## src/rtl/llc_rst_flush_pkg.sv

```systemverilog
// Shared LLC types and constants used by the reset/flush set sweeper.
// Supplies LLC_SETS / LLC_SET_BITS fallbacks when the build does not define them.
`ifndef LLC_SETS
`define LLC_SETS 1024
`endif
`ifndef LLC_SET_BITS
`define LLC_SET_BITS 10
`endif

package llc_rst_flush_pkg;

  localparam int unsigned LLC_SETS_DEF    = `LLC_SETS;
  localparam int unsigned LLC_SET_BITS    = `LLC_SET_BITS;
  localparam int unsigned WDOG_CYCLES_DEF = 1024;

  typedef logic [LLC_SET_BITS-1:0] llc_set_t;

  typedef enum logic [2:0] {
    IDLE      = 3'd0,
    RST_ISSUE = 3'd1,
    RST_WAIT  = 3'd2,
    FL_ISSUE  = 3'd3,
    FL_WAIT   = 3'd4
  } llc_rst_flush_state_t;

endpackage

```

## src/rtl/llc_rst_flush_wdog.sv

```systemverilog
// Watchdog for the reset/flush sweeper: counts consecutive WAIT cycles and
// raises a sticky error once the limit is reached.
module llc_rst_flush_wdog #(
  parameter int unsigned WDOG_CYCLES = 1024
) (
  input  logic clk,
  input  logic rst,
  input  logic in_wait,
  output logic err
);

  localparam int unsigned CNT_W = $clog2(WDOG_CYCLES) + 1;
  localparam logic [CNT_W-1:0] LIMIT = CNT_W'(WDOG_CYCLES);

  logic [CNT_W-1:0] cnt;

  // Counter saturates at the limit; the error flag latches on the cycle the limit is hit.
  always_ff @(posedge clk) begin
    if (!rst) begin
      cnt <= '0;
      err <= 1'b0;
    end else begin
      if (!in_wait) begin
        cnt <= '0;
      end else if (cnt != LIMIT) begin
        cnt <= cnt + CNT_W'(1);
      end
      if (in_wait && (cnt == LIMIT - CNT_W'(1))) begin
        err <= 1'b1;
      end
    end
  end

endmodule

```

## src/rtl/llc_rst_flush_seq.sv

```systemverilog
// LLC reset/flush set sweeper: walks every set, handshakes each step with the
// pipeline and arbitrates reset against flush. Watchdog under LLC_RST_FLUSH_WDOG_EN.
module llc_rst_flush_seq
  import llc_rst_flush_pkg::*;
#(
  parameter int unsigned NUM_SETS    = LLC_SETS_DEF,
  parameter int unsigned SET_W       = $clog2(NUM_SETS),
  parameter int unsigned WDOG_CYCLES = WDOG_CYCLES_DEF
) (
  input  logic             clk,
  input  logic             rst,
  input  logic             rst_start,
  input  logic             flush_start,
  input  logic             grant_ready,
  input  logic             incr_rst_flush_stalled_set,
  output logic             is_rst_to_resume,
  output logic             is_flush_to_resume,
  output logic [SET_W-1:0] rst_flush_set,
  output logic             rst_flush_busy,
  output logic             rst_done,
  output logic             flush_done,
  output logic             rst_flush_err
);

  localparam logic [SET_W-1:0] LAST_SET = SET_W'(NUM_SETS - 1);

  if ((NUM_SETS < 2) || ((NUM_SETS & (NUM_SETS - 1)) != 0)) begin : g_bad_sets
    $error("llc_rst_flush_seq: NUM_SETS must be a power of two >= 2");
  end
  if (WDOG_CYCLES < 1) begin : g_bad_wdog
    $error("llc_rst_flush_seq: WDOG_CYCLES must be >= 1");
  end

  llc_rst_flush_state_t state_q, state_n;
  logic [SET_W-1:0]     set_q, set_n;
  logic                 pend_q, pend_n;
  logic                 rst_done_n, flush_done_n;
  logic                 last_set;

  assign last_set = (set_q == LAST_SET);

  // Reset lands in RST_ISSUE so a power-up sweep starts without rst_start.
  always_ff @(posedge clk) begin
    if (!rst) begin
      state_q    <= RST_ISSUE;
      set_q      <= '0;
      pend_q     <= 1'b0;
      rst_done   <= 1'b0;
      flush_done <= 1'b0;
    end else begin
      state_q    <= state_n;
      set_q      <= set_n;
      pend_q     <= pend_n;
      rst_done   <= rst_done_n;
      flush_done <= flush_done_n;
    end
  end

  always_comb begin
    state_n      = state_q;
    set_n        = set_q;
    pend_n       = pend_q;
    rst_done_n   = 1'b0;
    flush_done_n = 1'b0;
    unique case (state_q)
      IDLE: begin
        if (rst_start) begin
          state_n = RST_ISSUE;
          set_n   = '0;
          pend_n  = pend_q | flush_start;
        end else if (flush_start || pend_q) begin
          state_n = FL_ISSUE;
          set_n   = '0;
          pend_n  = 1'b0;
        end
      end
      RST_ISSUE, RST_WAIT: begin
        pend_n = pend_q | flush_start;
        if (rst_start) begin
          state_n = RST_ISSUE;
          set_n   = '0;
        end else if (state_q == RST_ISSUE) begin
          if (grant_ready) state_n = RST_WAIT;
        end else if (incr_rst_flush_stalled_set) begin
          if (last_set) begin
            state_n    = IDLE;
            set_n      = '0;
            rst_done_n = 1'b1;
          end else begin
            state_n = RST_ISSUE;
            set_n   = set_q + SET_W'(1);
          end
        end
      end
      FL_ISSUE, FL_WAIT: begin
        // Reset preempts an in-flight flush and drops any queued flush.
        if (rst_start) begin
          state_n = RST_ISSUE;
          set_n   = '0;
          pend_n  = 1'b0;
        end else begin
          pend_n = pend_q | flush_start;
          if (state_q == FL_ISSUE) begin
            if (grant_ready) state_n = FL_WAIT;
          end else if (incr_rst_flush_stalled_set) begin
            if (last_set) begin
              state_n      = IDLE;
              set_n        = '0;
              flush_done_n = 1'b1;
            end else begin
              state_n = FL_ISSUE;
              set_n   = set_q + SET_W'(1);
            end
          end
        end
      end
      default: begin
        state_n = IDLE;
        set_n   = '0;
      end
    endcase
  end

  always_comb begin
    is_rst_to_resume   = (state_q == RST_ISSUE);
    is_flush_to_resume = (state_q == FL_ISSUE);
    rst_flush_busy     = (state_q != IDLE);
  end

  if (SET_W == LLC_SET_BITS) begin : g_pkg_set
    llc_set_t set_pkg;
    assign set_pkg       = llc_set_t'(set_q);
    assign rst_flush_set = set_pkg;
  end else begin : g_raw_set
    assign rst_flush_set = set_q;
  end

`ifdef LLC_RST_FLUSH_WDOG_EN
  logic in_wait;
  assign in_wait = (state_q == RST_WAIT) || (state_q == FL_WAIT);

  llc_rst_flush_wdog #(
    .WDOG_CYCLES(WDOG_CYCLES)
  ) u_wdog (
    .clk    (clk),
    .rst    (rst),
    .in_wait(in_wait),
    .err    (rst_flush_err)
  );
`else
  assign rst_flush_err = 1'b0;
`endif

endmodule

```

## config.mk

```make
export PLATFORM = sky130hd
export DESIGN_NAME = llc_rst_flush_seq
export DESIGN_NICKNAME = d
export VERILOG_FILES = /design/src/rtl/llc_rst_flush_pkg.sv /design/src/rtl/llc_rst_flush_wdog.sv /design/src/rtl/llc_rst_flush_seq.sv
export SDC_FILE = /design/constraint.sdc
export NUM_CORES = 1
export LEC_CHECK = 0
export BUFFER_PORTS_ARGS = -buffer_cell sky130_fd_sc_hd__buf_2
export CORE_ASPECT_RATIO = 1.2
export CORE_MARGIN = 8
export CORE_UTILIZATION = 48
export CTS_CLUSTER_DIAMETER = 200
export CTS_CLUSTER_SIZE = 25
export DETAILED_ROUTE_END_ITERATION = 8
export PLACE_DENSITY = 0.74
export RECOVER_POWER = 100
export SLEW_MARGIN = 20
export SYNTH_ARGS = -nofsm -noshare
export SYNTH_HDL_FRONTEND = slang
export SYNTH_SLANG_ARGS = --single-unit
```

## constraint.sdc

```tcl
create_clock -name clk -period 1.48 [get_ports clk]
set_input_delay 0.222 -clock clk [delete_from_list [all_inputs] [get_ports clk]]
set_output_delay 0.222 -clock clk [all_outputs]
set_load 0.03 [all_outputs]
```

# Word-level counts from Yosys, hierarchy flattened
# Cells that the tools add are included.
# op_classes
n_reduce_logical,11
n_eq_ne,12
n_bitwise,4
n_addsub,1
n_mux,28
# op_table
operator,count
$mux W10,8
$mux W3,10
$pmux W10 S3,1
$ne A4 B4 Y1 const B,4
$add A10 B1 Y10 const B,1
$eq A10 B10 Y1 const B,1
$ne A3 B3 Y1 const B,3
$pmux W3 S3,1
$reduce_or A4 Y1,2
$eq A3 B2 Y1 const B,2
$mux W1,6
$reduce_bool A3 Y1,2
$reduce_and A5 Y1,1
$reduce_or A2 Y1,2
$eq A3 B1 Y1 const B,1
$eq A3 B3 Y1 const B,1
$logic_not A3 Y1,1
$not A1 Y1,3
$pmux W1 S3,1
$reduce_and A3 Y1,1
$mux W2,1
$reduce_and A2 Y1,1
$logic_or A1 B1 Y1,1
$or A1 B1 Y1,1
# totals
in_bits,6
elab_cells,61
regBits,16
out_inout_bits,16

# Logic depth before layout (Yosys ltp)
# depth
depth_word,6
depth_mapped,6
depth_no_buf,5

# Worst setup path after synthesis
# No wires, ideal clock.
# synth_timing
path_kind,reg-to-reg
start,"register set_q[0], in the netlist rst_flush_set[0]"
end,"register set_q[0], in the netlist rst_flush_set[0]"
path_buffers,0
t_required_ns,1.344
setup_time_ns,0.136
synth_period_minus_slack_ns,1.907
slack_ns,-0.427
arrival_ns,1.771
path_stages_with_launch,6
cell_sequence,dfxtp_1 > ha_1 > nand4_1 > or3_1 > o32ai_2 > a21oi_1
# synth_between
elab_chain_cells,6
word_cells_on_any_way,9
classes_between,add/sub (1); eq/ne (1); mux (7)
# synth_lines
element,line,text
"start, declared",llc_rst_flush_seq.sv:35,"logic [SET_W-1:0] set_q, set_n;"
"start signal, assigned",llc_rst_flush_seq.sv:52,set_q <= set_n;
$add A10 B1 Y10 / $eq A10 B10 Y1 (equally long branches),"llc_rst_flush_seq.sv:91, llc_rst_flush_seq.sv:112, llc_rst_flush_seq.sv:40",
$mux W10,"llc_rst_flush_seq.sv:85, llc_rst_flush_seq.sv:106",
$mux W10 *,llc_rst_flush_seq.sv:105,end else if (incr_rst_flush_stalled_set) begin
"$mux W10, on equally long branches","llc_rst_flush_seq.sv:103, llc_rst_flush_seq.sv:82",
"$mux W10, on equally long branches","llc_rst_flush_seq.sv:97, llc_rst_flush_seq.sv:79",
$pmux W10 S3 *,llc_rst_flush_seq.sv:65,unique case (state_q)
# Every way passes the cells marked *; elsewhere a longest branch is shown, timed or not. The select of a mux whose other input is x is not followed.
# A chain may end at the register's enable or synchronous reset.

# Worst setup path in the final report
# layout_timing
start,register state_q[1]
end,"register set_q[5], in the netlist rst_flush_set[5]"
# layout_between
elab_chain_cells,4
word_cells_on_any_way,12
classes_between,eq/ne (7); mux (1); reduce/logical (4)
# layout_lines
element,line,text
"start, declared",llc_rst_flush_seq.sv:34,"llc_rst_flush_state_t state_q, state_n;"
"start signal, assigned",llc_rst_flush_seq.sv:51,state_q <= state_n;
$eq A3 B2 Y1 (tied with other cells),"llc_rst_flush_seq.sv:65, llc_rst_flush_seq.sv:103",
$reduce_or A2 Y1,llc_rst_flush_seq.sv:65,
$ne A3 B3 Y1 (no source line),n/a,
$reduce_and A3 Y1 (no source line),n/a,
# Several ways; a longest one is shown, not always the timed one.

==> impl_metrics.env <==
export IMPL_synth_compound_area_frac=0.250
export IMPL_grt_pass1_vias=1254
export IMPL_ys_top_cells_by_area="dfxtp_1 (31%), or4_1 (5.8%), a21oi_1 (4.9%)"
export IMPL_post_drt_wl_per_cell_um=16.8
export IMPL_synth_seq_cells=16
export IMPL_cts_buffers=3
export IMPL_cp_data_required_time_ns=1.72
export IMPL_grt_busiest_layer="met2"
export IMPL_finalHoldViolCount=0
export IMPL_path_cells="o21a_4 > buf_6 > nor4b_4 > buf_4 > o32ai_4 > buf_12 > a21oi_2"
export IMPL_critPathKind="flip-flop to flip-flop"
export IMPL_p_int_uw=774
export IMPL_seq_area_frac_synth=0.311
export IMPL_dieArea_um2=3890
export IMPL_cp_start_kind="flip-flop"
export IMPL_async_flop_share=0
export IMPL_syn_nets=131
export IMPL_dr_pass1_iters=6
export IMPL_fp_dieH_um=66.8
export IMPL_ys_warn_count=0
export IMPL_gr_total_overflow=0
export IMPL_synth_main_ff_cell="dfxtp_1"
export IMPL_path_clk_slew_ns=0.11
export IMPL_slowest_stage="dfxtp_4"
export IMPL_fill_cells=111
export IMPL_setup_viol_count_final=12
export IMPL_mostFrequentLayoutCells="buf_4 (37), clkbuf_1 (13), nand3_1 (9), o21ai_0 (9)"
export IMPL_antennaDiodeCount=0
export IMPL_syn_inst=124
export IMPL_cp_top_family="buffers and inverters"
export IMPL_synthXorXnorAreaFrac=0.00850
export IMPL_dp_cells=204
export IMPL_drv_slew=0
export IMPL_netlist_area_leader_share=0.311
export IMPL_grt_max_degree=16
export IMPL_pwr_share_seq=0.389
export IMPL_slew_headroom=0.668
export IMPL_critPathArrivalTime_ns=1.85
export IMPL_pre_cts_slack_ns=-0.141
export IMPL_setup_ws_ns=-0.130
export IMPL_clockBufferDepth=2
export IMPL_synth_cell_types=47
export IMPL_routed_wl_um=3620
export IMPL_syn2layout_area_growth_pct=69.8
export IMPL_cts_sinks=16
export IMPL_grt_total_usage=0.187
export IMPL_p_sw_uw=408
export IMPL_tightest_slew_ns=0.495
export IMPL_drive_above_1_share=0.548
export IMPL_cts_tree="built"
export IMPL_rows=18
export IMPL_swShare=0.345
export IMPL_crit_buf_inv=3
export IMPL_place_congestion=0.801
export IMPL_core_area_um2=2050
export IMPL_cp_end_kind="flip-flop"
export IMPL_io_buffer_count=20
export IMPL_crit_fanout=6
export IMPL_via_count=1264
export IMPL_clk_insertion_delay_late_ns=0.32
export IMPL_synth_fa_ha_area_frac=0.0218
export IMPL_nets=194
export IMPL_period_minus_slack_ns=1.61
export IMPL_leakagePower_uw=0.000669
export IMPL_p_clk_frac=0.269
export IMPL_boundaryPins=22
export IMPL_muxShareOfSynthArea=0.00971
export IMPL_mostFrequentLayoutCell="buf_4"
export IMPL_fmax_mhz=621
export IMPL_combPwrFrac=0.342
export IMPL_grt_met3_usage=0.0347
export IMPL_ant_nets=0
export IMPL_ir_drop_uv=650
export IMPL_yosys_area_share_simple=0.330
export IMPL_synth_top_family_by_area="simple AND/OR/NAND/NOR gates"
export IMPL_rsz0062_at_grt="yes"
export IMPL_maxCapViolCount=0
export IMPL_htree_levels=1
export IMPL_netlist_area_um2=1030
export IMPL_start_util=0.503
export IMPL_use_met2=0.358
export IMPL_met1_usage=0.181
export IMPL_synth_edf_count=0
export IMPL_antenna_found_initial=0
export IMPL_violations="negative setup slack"
export IMPL_vias_per_cell=5.85
export IMPL_clock_skew_ns=0.00942
export IMPL_drt_iter0_drc=30
export IMPL_root_buffer="clkbuf_4"
export IMPL_place_hpwl_um=2430
export IMPL_grt_pass1_wl_um=5660
export IMPL_outcome="finished with violations"
export IMPL_synth_area_per_cell_um2=8.31
export IMPL_worstHoldPathType="primary input to flip-flop"
export IMPL_instances_no_fill=216
export IMPL_drc=0
export IMPL_yosysTopAreaCell="dfxtp_1"
export IMPL_die_w_um=58.3
export IMPL_min_period_over_period=1.09
export IMPL_powerDensity_nw_per_um2=675
export IMPL_critPathMaxStageDelay_ns=0.39
-- stage by stage --
step	instance area [µm²]	setup TNS, ns	power [µW]	hold WS (ns)	util
floorplan	1110	-0.784	648	0.348	-
global placement	1490	-0.891	767	0.520	0.728
detailed placement	1490	-1.36	776	0.535	0.728
CTS	1690	-1.09	1140	0.190	0.822
global route	1750	-1.94	1230	0.208	0.854
finish	1750	-1.12	1180	0.202	0.854
-- tightest hold or removal path, cell delays in order --
cell and delay, ns:
buf_2 0.15, nand2_1 0.07, a211oi_1 0.04
-- layout make-up --
cell class / count / area, µm² / share of cell area
Multi-Input combinational cell: 95 / 820 / 0.468
Timing Repair Buffer: 65 / 479 / 0.274
Sequential cell: 16 / 355 / 0.203
Tap cell: 30 / 37.5 / 0.0214
Clock buffer: 4 / 36.3 / 0.0207
Inverter: 6 / 22.5 / 0.0129
-- state kept, by name (all words and copies together), names as in the netlist --
register,cells
rst_done,1
state_q,3
flush_done,1
rst_flush_set,10
pend_q,1
-- per-layer routing --
metal | vias to the layer above | wire length (µm)
li1 | 603 | -
met5 | - | 0
met1 | 623 | 1390
met3 | 9 | 128
met4 | 0 | 99
met2 | 29 | 2000
-- timing repair --
item                       CTS  global route
setup buffers                6             4
resized for setup           25            20
cloned                       0             0
hold buffers                 0             0
setup endpoints to repair   17            17
pin swaps                    9            11
-- logic make-up after synthesis --
logic type | count (synthesis)
adder cells (fa/ha/maj) | 2
flip-flops | 16
buffers and inverters | 13
AND/OR/NAND/NOR | 53
AO/OA/AOI/OAI | 37
multiplexers | 1
XOR/XNOR | 1
other | 1
-- power groups by stage --
stage	combinational [µW]	clock [µW]	sequential (µW)
final	404	318	459
after global routing	427	346	460
after CTS	365	322	457
after detailed placement	307	0	468
after global placement	300	0	467
after floorplan	170	0	477
-- path summary, 6_finish.rpt --
path | slack (ns) | cells after the start | endpoint | from
hold reg to reg | 0.58 | 2 | rst_flush_set[9] | rst_flush_set[9]
setup reg to reg | -0.13 | 7 | rst_flush_set[5] | state_q[1]
hold / removal | 0.20 | 3 | pend_q | rst
setup / recovery | -0.13 | 7 | rst_flush_set[5] | state_q[1]
-- synthesized netlist by cell type, drive strengths merged, types with 4 or more instances --
cell type   n
nor3        4
a21oi      10
buf         6
nand2       4
inv         6
nand3       9
or4         8
o31ai       6
nor2        8
o21ai       9
dfxtp      16
(Power assumes the default switching activity.)
